$ cat config.mk
export PLATFORM = sky130hd
export DESIGN_NAME = bitbrick_seq_mac_flat
export DESIGN_NICKNAME = d
export VERILOG_FILES = /design/src/rtl/bitbrick_seq_mac_if.sv /design/src/rtl/bitbrick_seq_mac.sv /design/src/flat_wrapper.sv
export SDC_FILE = /design/constraint.sdc
export NUM_CORES = 1
export LEC_CHECK = 0
export CORE_ASPECT_RATIO = 1.2
export CORE_UTILIZATION = 40
export CTS_BUF_LIST = sky130_fd_sc_hd__clkbuf_8
export CTS_CLUSTER_DIAMETER = 100
export DETAILED_ROUTE_END_ITERATION = 8
export GPL_ROUTABILITY_DRIVEN = 0
export SLEW_MARGIN = 30
export SYNTH_ARGS = -nofsm -noshare
export SYNTH_HDL_FRONTEND = slang
export SYNTH_SLANG_ARGS = --single-unit
$ cat constraint.sdc
create_clock -name clk -period 4.85 [get_ports clk]
set_clock_uncertainty 0.15 [all_clocks]
set_input_delay 0.97 -clock clk [delete_from_list [all_inputs] [get_ports clk]]
set_output_delay 0.97 -clock clk [all_outputs]
set_load 0.02 [all_outputs]
$ cat src/rtl/bitbrick_seq_mac_if.sv
// rtl/bitbrick_seq_mac_if.sv - operand request and result handshake bundle for bitbrick_seq_mac
interface bitbrick_seq_mac_if #(
  parameter int ACC_W = 24
);
  logic             in_valid;
  logic             in_ready;
  logic [7:0]       in_a;
  logic [7:0]       in_b;
  logic             in_a_signed;
  logic             in_b_signed;
  logic [1:0]       in_prec;
  logic             in_acc;
  logic             out_valid;
  logic             out_ready;
  logic [ACC_W-1:0] out_result;

  modport master (
    output in_valid, in_a, in_b, in_a_signed, in_b_signed, in_prec, in_acc, out_ready,
    input  in_ready, out_valid, out_result
  );

  modport slave (
    input  in_valid, in_a, in_b, in_a_signed, in_b_signed, in_prec, in_acc, out_ready,
    output in_ready, out_valid, out_result
  );
endinterface

$ cat src/rtl/bitbrick_seq_mac.sv
// rtl/bitbrick_seq_mac.sv - sequences 2-bit operand bricks through one external bitbrick into a MAC accumulator
module bitbrick_seq_mac #(
  parameter int ACC_W = 24
) (
  input  logic                clk,
  input  logic                rst_n,
  bitbrick_seq_mac_if.slave   io,
  output logic [1:0]          bb_a,
  output logic [1:0]          bb_b,
  output logic [1:0]          bb_sel,
  input  logic [3:0]          bb_p,
  output logic                busy
);

  typedef enum logic [1:0] {IDLE = 2'd0, RUN = 2'd1, DONE = 2'd2} state_t;

  state_t           state, state_nx;
  logic [ACC_W-1:0] acc;
  logic [3:0]       k;
  logic [7:0]       a_r, b_r;
  logic             as_r, bs_r;
  logic [1:0]       prec_r;

  logic [1:0]       bi, bj, top;
  logic [3:0]       k_last;
  logic [1:0]       ai, bjv;
  logic             a_sgn, b_sgn;
  logic [3:0]       sh;
  logic [ACC_W-1:0] p_ext, addend;

  // Counter splits into inner A index (low bits) and outer B index (high bits).
  always_comb begin
    bi     = 2'd0;
    bj     = 2'd0;
    top    = 2'd0;
    k_last = 4'd0;
    case (prec_r)
      2'b00: begin
        bi     = 2'd0;
        bj     = 2'd0;
        top    = 2'd0;
        k_last = 4'd0;
      end
      2'b01: begin
        bi     = {1'b0, k[0]};
        bj     = {1'b0, k[1]};
        top    = 2'd1;
        k_last = 4'd3;
      end
      default: begin
        bi     = k[1:0];
        bj     = k[3:2];
        top    = 2'd3;
        k_last = 4'd15;
      end
    endcase
  end

  assign ai    = a_r[{bi, 1'b0} +: 2];
  assign bjv   = b_r[{bj, 1'b0} +: 2];
  assign a_sgn = as_r && (bi == top);
  assign b_sgn = bs_r && (bj == top);
  assign sh    = {1'b0, bi, 1'b0} + {1'b0, bj, 1'b0};

  // The bitbrick only has a signed-A mode, so unsigned-A x signed-B swaps operands.
  always_comb begin
    bb_a   = 2'b00;
    bb_b   = 2'b00;
    bb_sel = 2'b01;
    if (state == RUN) begin
      case ({a_sgn, b_sgn})
        2'b00: begin bb_a = ai;  bb_b = bjv; bb_sel = 2'b01; end
        2'b11: begin bb_a = ai;  bb_b = bjv; bb_sel = 2'b00; end
        2'b10: begin bb_a = ai;  bb_b = bjv; bb_sel = 2'b10; end
        default: begin bb_a = bjv; bb_b = ai; bb_sel = 2'b10; end
      endcase
    end
  end

  assign p_ext  = (bb_sel == 2'b01) ? {{(ACC_W-4){1'b0}}, bb_p} : {{(ACC_W-4){bb_p[3]}}, bb_p};
  assign addend = p_ext << sh;

  always_comb begin
    state_nx = state;
    case (state)
      IDLE:    if (io.in_valid) state_nx = RUN;
      RUN:     if (k == k_last) state_nx = DONE;
      DONE:    if (io.out_ready) state_nx = IDLE;
      default: state_nx = IDLE;
    endcase
  end

  always_ff @(posedge clk) begin
    if (!rst_n) begin
      state <= IDLE;
    end else begin
      state <= state_nx;
    end
  end

  always_ff @(posedge clk) begin
    if (!rst_n) begin
      acc    <= '0;
      k      <= 4'd0;
      a_r    <= 8'd0;
      b_r    <= 8'd0;
      as_r   <= 1'b0;
      bs_r   <= 1'b0;
      prec_r <= 2'b00;
    end else begin
      case (state)
        IDLE: begin
          if (io.in_valid) begin
            a_r    <= io.in_a;
            b_r    <= io.in_b;
            as_r   <= io.in_a_signed;
            bs_r   <= io.in_b_signed;
            prec_r <= io.in_prec;
            acc    <= io.in_acc ? acc : '0;
            k      <= 4'd0;
          end
        end
        RUN: begin
          acc <= acc + addend;
          k   <= k + 4'd1;
        end
        default: ;
      endcase
    end
  end

  assign io.in_ready   = (state == IDLE);
  assign io.out_valid  = (state == DONE);
  assign io.out_result = acc;
  assign busy          = (state == RUN) || (state == DONE);

endmodule
$ cat src/flat_wrapper.sv
// flat-port wrapper written by rule: the top's interface ports become plain ports
module bitbrick_seq_mac_flat 
#(
  parameter int ACC_W = 24
)
  (clk, rst_n, bb_a, bb_b, bb_sel, bb_p, busy, io_in_valid, io_in_a, io_in_b, io_in_a_signed, io_in_b_signed, io_in_prec, io_in_acc, io_out_ready, io_in_ready, io_out_valid, io_out_result);
  bitbrick_seq_mac_if #(.ACC_W(ACC_W)) io_i ();
  input  logic clk;
  input  logic rst_n;
  output logic [1:0] bb_a;
  output logic [1:0] bb_b;
  output logic [1:0] bb_sel;
  input  logic [3:0] bb_p;
  output logic busy;
  input wire logic [$bits(io_i.in_valid)-1:0] io_in_valid;
  input wire logic [$bits(io_i.in_a)-1:0] io_in_a;
  input wire logic [$bits(io_i.in_b)-1:0] io_in_b;
  input wire logic [$bits(io_i.in_a_signed)-1:0] io_in_a_signed;
  input wire logic [$bits(io_i.in_b_signed)-1:0] io_in_b_signed;
  input wire logic [$bits(io_i.in_prec)-1:0] io_in_prec;
  input wire logic [$bits(io_i.in_acc)-1:0] io_in_acc;
  input wire logic [$bits(io_i.out_ready)-1:0] io_out_ready;
  output wire logic [$bits(io_i.in_ready)-1:0] io_in_ready;
  output wire logic [$bits(io_i.out_valid)-1:0] io_out_valid;
  output wire logic [$bits(io_i.out_result)-1:0] io_out_result;
  assign io_i.in_valid = io_in_valid;
  assign io_i.in_a = io_in_a;
  assign io_i.in_b = io_in_b;
  assign io_i.in_a_signed = io_in_a_signed;
  assign io_i.in_b_signed = io_in_b_signed;
  assign io_i.in_prec = io_in_prec;
  assign io_i.in_acc = io_in_acc;
  assign io_i.out_ready = io_out_ready;
  assign io_in_ready = io_i.in_ready;
  assign io_out_valid = io_i.out_valid;
  assign io_out_result = io_i.out_result;
  bitbrick_seq_mac #(.ACC_W(ACC_W)) u_core (.clk(clk), .rst_n(rst_n), .io(io_i), .bb_a(bb_a), .bb_b(bb_b), .bb_sel(bb_sel), .bb_p(bb_p), .busy(busy));
endmodule
==> results of run 1 <==
## worst reg2reg max path, stage by stage (launching register included)
cell and delay, ps:
dfxtp_1 490, o21ai_0 270, ha_1 290, fa_2 760
nand2_1 140, o21a_1 130, nor2_1 120, ha_1 290
a21o_2 240, o21bai_1 200, a211oi_2 360, o21ai_0 190
a31oi_1 380, a2bb2oi_1 190, o311ai_0 140
## through the flow
stage / instances / total power, W / util, % / worst slack, ps
after floorplan: 480 / 0.000622 / - / 694
after global placement: 641 / 0.000705 / 49.2 / 283
after detailed placement: 641 / 0.000708 / 49.2 / 229
after CTS: 649 / 0.000981 / 50.2 / 214
after global routing: 649 / 0.00102 / 50.3 / 5.37
final: 649 / 0.000962 / 50.3 / 359
## synth_stat cells, types with 3 or more instances
master,n,area (sq um)
a21boi_0,25,188
a21o_1,9,67.6
a21oi_1,34,170
a22o_1,3,26.3
a22oi_1,9,67.6
a31oi_1,6,37.5
and2_1,7,43.8
and3_1,3,18.8
buf_2,5,25.0
clkbuf_1,19,71.3
dfxtp_1,50,1000
ha_1,30,375
inv_1,20,75.1
mux2i_1,8,80.1
mux4_2,4,90.1
nand2_1,83,312
nand2b_1,7,43.8
nand3_1,11,55.1
nand4_1,4,25.0
nor2_1,21,78.8
nor2b_1,14,87.6
nor3_1,4,20.0
nor3b_1,3,22.5
o21a_1,4,30.0
o21ai_0,31,155
o21bai_1,6,45.0
o22ai_1,3,18.8
xnor2_1,8,70.1
xor2_1,11,96.3
## final cells by class
class | instances | area (sq um)
sequential | 50 | 1000
fill | 909 | 4520
clock buffer | 5 | 68.8
tap | 120 | 150
timing repair buffer | 67 | 656
clock inverter | 3 | 26.3
inverter | 20 | 75.1
multi-input combinational | 384 | 2590
## worst paths after layout
kind / start / to / slack [ps] / cells after the start
min reg2reg: u_core.a_r[0]$_SDFFE_PN0P_ / u_core.a_r[0]$_SDFFE_PN0P_ / 320 / 2
max reg2reg: u_core.prec_r[1]$_SDFFE_PN0P_ / u_core.io.out_result[20]$_SDFFE_PN0P_ / 360 / 14
max: u_core.prec_r[1]$_SDFFE_PN0P_ / u_core.io.out_result[20]$_SDFFE_PN0P_ / 360 / 14
min: u_core.a_r[0]$_SDFFE_PN0P_ / u_core.a_r[0]$_SDFFE_PN0P_ / 320 / 2
## power groups by stage
stage               clock network, W  registers (W)  logic [W]
CTS                         0.000281       0.000446   0.000254
finish                      0.000264       0.000446   0.000252
floorplan                          0       0.000453   0.000169
global placement                   0       0.000455   0.000250
detailed placement                 0       0.000455   0.000253
global route                0.000294       0.000449   0.000281
## logic make-up (layout without fill, tap and decap cells)
family | after synthesis | after routing
compound gates | 157 | 157
flops | 50 | 50
fa+ha+maj | 32 | 32
simple gates | 163 | 163
buf+inv | 46 | 95
xor+xnor | 19 | 19
mux | 13 | 13
## flip-flops by register name, summed over array words and instances, names as in the netlist
signal,count
u_core.state,2
u_core.as_r,1
u_core.b_r,8
u_core.prec_r,2
u_core.io.out_result,24
u_core.bs_r,1
u_core.a_r,8
u_core.k,4
## per-layer routing
metal | global-route usage, % | wire length (microns)
met3 | 2.74 | 266
met1 | 25.3 | 4460
met2 | 35.7 | 4640
met4 | 6.11 | 155
met5 | 0 | 0
## timing repair
item	4_1_cts	5_1_grt
setup endpoints to repair	0	5
hold buffers	0	0
gates resized for setup	0	1
==> results.ini, run 1 <==
[sta]
setup_viol=0
max_clock_freq_ghz=0.223
finalHoldViolCount=0
finalMaxSlewViolations=0
tightest_slew_ps=730
rsz0062_at_grt=false
period_share_pct=92.6
relSlewSlack_pct=51.2
fin_crit_ps=4490
whs_ps=316
fin_setup_tns_ps=0

[synth]
synthAdderAreaFrac_pct=11.0
synth_top_family_by_area=compound AO/OA/AOI/OAI gates
synth-compound-area-share_pct=28.3
synthMuxAreaShare_pct=4.81
syn_area_sq_um=3770
ys_seq_area_share_pct=26.6
synthDistinctLibCells=58
synth_nets=541
syn_inst=480
async_flop_share_pct=0
synth_edf_count=0
synthFlopType=dfxtp_1
yosys_warnings=0
synth.avg_cell_area_sq_um=7.85
ys_seq_elements=50
synthXorXnorAreaFrac_pct=4.42
synth-simple-area-share_pct=20.1

[layout]
final_common_cell=nand2_1
layout.nets=589
drive_gt1_share_pct=5.10
final_area_sq_um=4560
synthToLayoutAreaGrowth_pct=21.1
antennaDiodeCount=0
final_cell_mix=83 x nand2_1, 61 x clkdlybuf4s50_1, 50 x dfxtp_1

[placement]
dpl.hpwl_microns=7380
numPortBuffers=61
placed_cell_area_sq_um=4470

[routing]
drt-initial-drc-count=110
via_count=3507
wl_per_cell_microns=14.7
vias_per_cell=5.40
postRouteAntennaNets=0
wl_microns=9520
dr.pass1.iters=4
drc=0

[grt]
antenna_found_initial=0
grt_pass1_vias=3414
grt_max_degree=40
grt_usage_pct=20.1
grt_pass1_wl_microns=16100
grt_overflow=0

[floorplan]
die_area_sq_um=9820
die_y_microns=108
die_x_microns=90.6
core-area_sq_um=9080
num_rows=38
start_util_pct=41.5
ioPinCount=62

[clocking]
cts_tree=yes
clock_sinks=50
max-clock-path-buffers=2
clock_latency_ps=310
post_cts_buffers=0
cts.clk_slew.worst_paths_ps=110
cts_root_buffer=clkbuf_8
ctsHtreeMaxLevel=2
cts_buffers=5

[power]
clkPwrFrac_pct=27.4
p_seq_share_pct=46.4
combinationalPowerShare_pct=26.2
cellLeakagePower_nw=1.84
switching_share_pct=33.2
p_sw_w=0.000320
ir_drop_mv=0.127
powerDensity_nw_per_um2=211
p_int_w=0.000642

[setup_path]
end_kind=flop
cp_cell_sequence=o21ai_0 > ha_1 > fa_2 > nand2_1 > o21a_1 > nor2_1 > ha_1 > a21o_2 > o21bai_1 > a211oi_2 > o21ai_0 > a31oi_1 > a2bb2oi_1 > o311ai_0
required_ps=4870
crit_family=compound AO/OA/AOI/OAI gates
crit_path_start_kind=flop
crit_buf_inv=0
cp_slowest_cell=fa_2
max_stage_delay_ps=760
cp_max_fo=22
crit_arrival_ps=4510
crit_type=flop to flop

[status]
status=completed

[job]
cap_violations=0

[hold_path]
hold_class=flop to flop

No activity file was read; power rests on OpenSTA's default activity.
==> inputs of run 2 (changes only) <==
- SKIP_LAST_GASP: unset -> 1
==> results of run 2 <==
The final DEF is identical to that of run 1; final timing and power are the same.
